<file path="src/rtl/rmii_tx.sv">
// RMII transmitter: pulls payload bytes from a show-ahead-less FIFO and sends
// preamble/SFD, payload dibits, optional CRC-32 FCS and the inter-frame gap.
module rmii_tx #(
    parameter bit FCS_EN     = 1'b1,
    parameter int IFG_CYCLES = 48
) (
    input  logic       REF_CLK,
    input  logic       arst_n,
    input  logic       fifo_empty,
    input  logic [7:0] fifo_dout,
    input  logic       fifo_EOD_out,
    output logic       fifo_rden,
    output logic       TX_EN,
    output logic       TXD0,
    output logic       TXD1,
    output logic       tx_busy,
    output logic       tx_abort,
    output logic [2:0] dbg_state
);

    // FIFO handshake: fifo_rden is a one-cycle strobe issued only when
    // fifo_empty was 0 at the deciding edge; fifo_dout/fifo_EOD_out are
    // valid in the cycle after the strobe and are captured at its end.

    typedef enum logic [2:0] {IDLE, PREAMBLE, DATA, FCS, IFG} state_t;
    typedef enum logic [1:0] {END_NEXT, END_LAST, END_UNDERRUN} byte_end_t;

    localparam logic [15:0] PRE_LAST = 16'd32;
    localparam logic [15:0] FCS_LAST = 16'd15;
    // IDLE and the fetch cycle complete the gap, so IFG itself is two shorter.
    localparam logic [15:0] IFG_LAST = 16'(IFG_CYCLES - 3);

    state_t      state, state_n;
    byte_end_t   byte_end, end_n;
    logic [15:0] cnt, cnt_n;
    logic [1:0]  dib, dib_n;
    logic [31:0] crc, crc_n;
    logic [7:0]  byte_q;
    logic        eod_q;
    logic        rd_pend;
    logic        rden_n, tx_en_n, abort_n;
    logic [1:0]  txd_n;

    function automatic logic [31:0] crc_dibit(input logic [31:0] c, input logic [1:0] d);
        logic [31:0] r;
        r = c;
        for (int i = 0; i < 2; i++) begin
            if (r[0] ^ d[i]) r = (r >> 1) ^ 32'hEDB88320;
            else             r = r >> 1;
        end
        return r;
    endfunction

    always_comb begin
        state_n = state;
        end_n   = byte_end;
        cnt_n   = cnt;
        dib_n   = dib;
        crc_n   = crc;
        rden_n  = 1'b0;
        tx_en_n = 1'b0;
        abort_n = 1'b0;
        txd_n   = 2'b00;
        case (state)
            IDLE: begin
                if (!fifo_empty) begin
                    state_n = PREAMBLE;
                    cnt_n   = '0;
                    rden_n  = 1'b1;
                end
            end
            PREAMBLE: begin
                // cnt 0 is the fetch cycle; cnt 1..32 are the preamble dibits.
                tx_en_n = 1'b1;
                if (cnt != PRE_LAST) begin
                    cnt_n = cnt + 16'd1;
                    if (cnt == PRE_LAST - 16'd1) begin
                        txd_n = 2'b11;
                        crc_n = '1;
                    end else begin
                        txd_n = 2'b01;
                    end
                end else begin
                    state_n = DATA;
                    dib_n   = 2'd0;
                    txd_n   = byte_q[1:0];
                    crc_n   = crc_dibit(crc, byte_q[1:0]);
                end
            end
            DATA: begin
                if (dib != 2'd3) begin
                    tx_en_n = 1'b1;
                    dib_n   = dib + 2'd1;
                    txd_n   = byte_q[{dib_n, 1'b0} +: 2];
                    crc_n   = crc_dibit(crc, txd_n);
                    if (dib == 2'd0) begin
                        if (eod_q) begin
                            end_n = END_LAST;
                        end else if (!fifo_empty) begin
                            rden_n = 1'b1;
                            end_n  = END_NEXT;
                        end else begin
                            end_n = END_UNDERRUN;
                        end
                    end
                end else begin
                    case (byte_end)
                        END_NEXT: begin
                            tx_en_n = 1'b1;
                            dib_n   = 2'd0;
                            txd_n   = byte_q[1:0];
                            crc_n   = crc_dibit(crc, byte_q[1:0]);
                        end
                        END_LAST: begin
                            cnt_n = '0;
                            if (FCS_EN) begin
                                state_n = FCS;
                                tx_en_n = 1'b1;
                                txd_n   = ~crc[1:0];
                                crc_n   = crc >> 2;
                            end else begin
                                state_n = IFG;
                            end
                        end
                        default: begin
                            state_n = IFG;
                            cnt_n   = '0;
                            abort_n = 1'b1;
                        end
                    endcase
                end
            end
            FCS: begin
                if (cnt != FCS_LAST) begin
                    cnt_n   = cnt + 16'd1;
                    tx_en_n = 1'b1;
                    txd_n   = ~crc[1:0];
                    crc_n   = crc >> 2;
                end else begin
                    state_n = IFG;
                    cnt_n   = '0;
                end
            end
            IFG: begin
                if (cnt == IFG_LAST) state_n = IDLE;
                else                 cnt_n   = cnt + 16'd1;
            end
            default: state_n = IDLE;
        endcase
    end

    always_ff @(posedge REF_CLK or negedge arst_n) begin
        if (!arst_n) begin
            state     <= IDLE;
            byte_end  <= END_NEXT;
            cnt       <= '0;
            dib       <= '0;
            crc       <= '0;
            byte_q    <= '0;
            eod_q     <= 1'b0;
            rd_pend   <= 1'b0;
            fifo_rden <= 1'b0;
            TX_EN     <= 1'b0;
            TXD0      <= 1'b0;
            TXD1      <= 1'b0;
            tx_abort  <= 1'b0;
        end else begin
            state     <= state_n;
            byte_end  <= end_n;
            cnt       <= cnt_n;
            dib       <= dib_n;
            crc       <= crc_n;
            fifo_rden <= rden_n;
            TX_EN     <= tx_en_n;
            TXD0      <= txd_n[0];
            TXD1      <= txd_n[1];
            tx_abort  <= abort_n;
            rd_pend   <= fifo_rden;
            if (rd_pend) begin
                byte_q <= fifo_dout;
                eod_q  <= fifo_EOD_out;
            end
        end
    end

    assign tx_busy   = (state != IDLE);
    assign dbg_state = state;

endmodule
</file>
<file path="config.mk">
export PLATFORM = sky130hd
export DESIGN_NAME = rmii_tx
export DESIGN_NICKNAME = d
export VERILOG_FILES = /design/src/rtl/rmii_tx.sv
export SDC_FILE = /design/constraint.sdc
export NUM_CORES = 1
export LEC_CHECK = 0
export CORE_AREA = 2 2 132 134
export CTS_BUF_LIST = sky130_fd_sc_hd__clkbuf_4
export CTS_CLUSTER_SIZE = 12
export DETAILED_ROUTE_END_ITERATION = 12
export DIE_AREA = 0 0 134 136
export GPL_TIMING_DRIVEN = 0
export PLACE_DENSITY_LB_ADDON = 0.12
export SETUP_SLACK_MARGIN = 0.5
export SLEW_MARGIN = 5
export SYNTH_ARGS = -nofsm -noshare
export SYNTH_HDL_FRONTEND = slang
export SYNTH_SLANG_ARGS = --single-unit
</file>
<file path="constraint.sdc">
create_clock -name REF_CLK -period 5.81 [get_ports REF_CLK]
set_input_delay 0.8715 -clock REF_CLK [delete_from_list [all_inputs] [get_ports REF_CLK]]
set_output_delay 0.8715 -clock REF_CLK [all_outputs]
set_load 0.05 [all_outputs]
</file>
==> impl_summary.md <==
Status
The run finished with clean final reports.

Routing
The total wirelength of the detailed-routed design is around 10000 µm. The wire length per cell is 15.8 µm. The pre-antenna-repair detailed-routing pass consisted of 6 iterations. The count of routing violations after the opening detailed-route iteration is 177.

In the routed layout, each cell is associated on average with a via count of 4.65. The number of nets with antenna violations after routing is 0. The total number of vias is 2995. For this run, design rule violations remaining after detail routing come to 0.

Logic synthesis
Counting every instance in the synthesized netlist gives 381. The simple-gate share of the synthesized area is 16.9%. Synthesis inferred 70 register bits.

The synthesized netlist devotes around 5.6% of its cell area to XOR and XNOR gates. Among all flip-flop cells after synthesis, the most frequent one is sky130_fd_sc_hd__dfrtp_1. The adder-cell share of the synthesized area is 1.59%. Ranked by total cell area, the synthesized netlist is headed by sky130_fd_sc_hd__dfrtp_1 (44%), sky130_fd_sc_hd__xnor2_1 (3.8%), sky130_fd_sc_hd__nor2_1 (3.7%), sky130_fd_sc_hd__a21oi_1 (3.7%), sky130_fd_sc_hd__mux2i_1 (3.3%). Synthesis produced a netlist with a net count of 398. Yosys printed 0 warnings.

The unique cell type count in the Yosys netlist is 65. Summing the sequential cell areas from Yosys gives 44.5% of the chip area. The portion of synthesized area spent on multiplexers is 7.02%. The largest total area in the synthesized netlist belongs to sky130_fd_sc_hd__dfrtp_1.

The proportion of synthesized flip-flops having asynchronous set or reset is 100%. The largest family of logic cells by synthesized area is compound AO/OA/AOI/OAI gates. The synthesized netlist devotes 20.2% of its cell area to compound gates. The area fraction of the dominant cell type after synthesis is 44.5%.

The mean instance size in the synthesized netlist is a little over 10 µm². The number of enable-type register cells in the synthesized netlist is 0. The mapped netlist covers roughly 4000 µm².

Die
The die span in x is between 100 and 150 µm. The top-level I/O count is 21. Row generation in the floorplan step produced 48 rows. The die is 136 µm tall. The die outline area is 18200 µm².

Once the floorplan was initialized, standard cells occupied 23.3% of the core. The core footprint is 16900 µm².

Timing
Setup repair after global routing left no endpoint under its margin. After layout, the worst path uses a little under three fifths of the clock period. The count of final hold-check violations is 0.

For the final routed database, the setup TNS stands at 0 ns. The fmax is about 0.30 GHz. The minimum period implied by the final worst setup slack is between 3 and 4 ns.

On the final layout, the worst clock skew is 0.0241 ns. The final worst hold slack is 0.339 ns. The max-slew violation count is 0. Setup violations remaining at the end of the flow were counted as 0.

At the pin with the least slew margin, the transition time is 0.563 ns. Measured against its own limit, the worst slew margin works out to 62.4%.

Setup path
The largest fanout of any net on the critical path is 10. For the worst setup path, the data arrival time is 2.41 ns. The startpoint identified for the worst register-to-register timing path is dib[0]$_DFFE_PN0P_. The setup check on the worst reg-to-reg path leaves a slack of 3.26 ns. The endpoint identified for the worst register-to-register timing path is crc[22]$_DFFE_PN0P_. At the worst endpoint, the required time is 4.94 ns. STA classifies the critical path endpoint as an output pin. The worst reg2reg path depth is 8.

The startpoint class of the critical path is a flip-flop. The path type of the worst setup path is reg2out.

Global routing
Global routing finished with a remaining overflow of 0. The via count of the first global-routing pass is 3035. Entering global routing, the biggest net connects 42 pins.

For this run, global-route usage on met3 was measured as ~2.9%. The number of antenna violations at the first check in global routing is 1. The global-route track usage on met1 is 17.2%. Global routing consumed, on the met2 layer, 18.3% of the routing resources. The global-route total usage across every layer is 12.3%. The first global-routing pass estimated 17300 µm of wire. The global routing's busiest layer is met2.

Worst hold path
The tightest min-delay check is of the in2async type.

Power and ir drop
The maximum vdd ir drop is approximately 0.12 mV. The cell area power density is approximately 360 nW/µm². Summed over all cells, the static leakage comes to 1.77 nW.

Cells and area
The net count of the finished layout is 430. Cells with a size suffix above 1 make up 16.3% of the layout. Cells fill a little over a quarter of the core in the end. Compared with the post-synthesis result, the final layout area differs by 17.2%. The final-layout fill cell count is 1772.

Place
The HPWL after detailed placement is 7210 µm. The final estimated routing congestion in global placement is 0.733. Input and output buffers added on the ports amount to 20.

Clocking
The root buffer cell is sky130_fd_sc_hd__clkbuf_4. The clock net in this run drives a total of 70 sinks. TritonCTS built the clock tree. The insertion delay to the later sink of the worst-skew pair is 0.46 ns. In this run the deepest clock path goes through 2 buffers.

The total CTS buffers is 9. The level count of the clock H-tree is 3. Buffers inserted to repair hold after CTS numbered 0.

The clock edge transition at the registers on the reported setup and hold paths is 0.15 ns. The number of setup buffers added after CTS is 0. Post-CTS repair changed the size of 0 cells.

Flow run
The max-capacitance violation count is 0.
==> logic make-up after synthesis <==
family,count (synthesis)
AO/OA/AOI/OAI,109
XOR/XNOR,22
adder cells (fa/ha/maj),5
buffers and inverters,28
flip-flops,70
multiplexers,25
AND/OR/NAND/NOR,122
==> worst max-delay path: stages, from the launching register on <==
cell and delay [ns]:
sky130_fd_sc_hd__dfrtp_1 0.40, sky130_fd_sc_hd__buf_6 0.16, sky130_fd_sc_hd__clkbuf_1 0.37, sky130_fd_sc_hd__or3_1 0.23, sky130_fd_sc_hd__clkdlybuf4s50_1 0.81
==> placed cells by master, fill, tap and decap left out, types with 4 or more instances in the layout <==
| cell type | synthesis | final |
|---|---|---|
| sky130_fd_sc_hd__buf_2 | 7 | 7 |
| sky130_fd_sc_hd__nand2b_1 | 6 | 6 |
| sky130_fd_sc_hd__and2_1 | 8 | 8 |
| sky130_fd_sc_hd__nand3_1 | 12 | 12 |
| sky130_fd_sc_hd__nor2b_1 | 6 | 6 |
| sky130_fd_sc_hd__inv_1 | 7 | 7 |
| sky130_fd_sc_hd__buf_4 | 6 | 7 |
| sky130_fd_sc_hd__and3_1 | 8 | 8 |
| sky130_fd_sc_hd__ha_1 | 5 | 5 |
| sky130_fd_sc_hd__o21ai_1 | 7 | 7 |
| sky130_fd_sc_hd__o31ai_1 | 4 | 4 |
| sky130_fd_sc_hd__mux2_2 | 11 | 11 |
| sky130_fd_sc_hd__clkdlybuf4s50_1 | 0 | 19 |
| sky130_fd_sc_hd__mux2i_1 | 13 | 13 |
| sky130_fd_sc_hd__o22a_1 | 14 | 14 |
| sky130_fd_sc_hd__a31oi_1 | 9 | 9 |
| sky130_fd_sc_hd__nor2_1 | 39 | 39 |
| sky130_fd_sc_hd__buf_6 | 4 | 4 |
| sky130_fd_sc_hd__xnor2_1 | 17 | 17 |
| sky130_fd_sc_hd__a22o_1 | 6 | 6 |
| sky130_fd_sc_hd__dfrtp_1 | 70 | 70 |
| sky130_fd_sc_hd__a21oi_1 | 29 | 29 |
| sky130_fd_sc_hd__o21ai_0 | 10 | 10 |
| sky130_fd_sc_hd__clkbuf_4 | 0 | 9 |
| sky130_fd_sc_hd__nand2_1 | 21 | 21 |
| sky130_fd_sc_hd__o221ai_1 | 6 | 6 |
==> power by group <==
group / switching [mW] / total, mW / internal, mW
combinational: 0.327 / 0.593 / 0.266
clock: 0.208 / 0.387 / 0.179
sequential: 0.0884 / 0.665 / 0.577
total: 0.624 / 1.65 / 1.02
==> cell usage after synthesis (all sizes together) (2+ instances only) <==
master and n:
inv 8, nor2b 7, o21ai 17, mux2 11, nor2 40, and3 8
a21o 2, mux2i 13, a21oi 31, nor3 2, dfrtp 70, o22a 14
xnor2 19, buf 17, and2 9, ha 5, nor4 3, and4 3
a211oi 2, o2bb2ai 3, o221ai 6, xor2 3, or2 2, nand2 22
o31ai 5, clkbuf 3, nand2b 6, o211ai 3, nand3 12, a22o 6
a31oi 9
==> registers in the layout (all words and copies together) (netlist names), 2 cells and up <==
signal	cells
dbg_state	3
cnt	16
dib	2
byte_q	8
crc	32
byte_end	2
==> routing by layer <==
layer / vias to the layer above / share of wire [%]
li1: 1459 / -
met1: 1458 / 50
met2: 63 / 44
met3: 15 / 4.3
met4: 0 / 1.7
met5: - / 0
==> through the flow <==
| step | setup slack, ns | total power, mW | area (µm²) | cells |
|---|---|---|---|---|
| 2_1_floorplan | 3.41 | 1.11 | 3940 | 381 |
| 3_3_place_gp | 1.16 | 1.27 | 4420 | 626 |
| 3_5_place_dp | 2.89 | 1.28 | 4450 | 627 |
| 4_1_cts | 2.42 | 1.68 | 4620 | 643 |
| 5_1_grt | 2.30 | 1.77 | 4620 | 644 |
| 6_report | 2.53 | 1.65 | 4620 | 644 |
==> final cells by class <==
class	instances	area [µm²]	area share (%)
Multi-Input combinational cell	283	2020	43.8
Sequential cell	70	1750	37.9
Tap cell	225	282	6.10
Timing Repair Buffer	21	225	4.88
Buffer	20	136	2.95
Clock inverter	7	103	2.22
Clock buffer	9	67.6	1.46
Inverter	8	30.0	0.650
Antenna cell	1	2.50	0.0542
==> worst max path at each step <==
stage                              from                   to  slack (ns)  depth (start not counted)
2_1_floorplan  dbg_state[0]$_DFFE_PN0P_              tx_busy        3.41                          3
3_3_place_gp                     arst_n  crc[11]$_DFFE_PN0P_        1.16                          1
3_5_place_dp                 fifo_empty  cnt[10]$_DFFE_PN0P_        2.89                          6
4_1_cts        dbg_state[0]$_DFFE_PN0P_              tx_busy        2.42                          4
5_1_grt        dbg_state[0]$_DFFE_PN0P_              tx_busy        2.30                          4
6_report       dbg_state[0]$_DFFE_PN0P_              tx_busy        2.53                          4
Power figures use the tool's default switching activity.
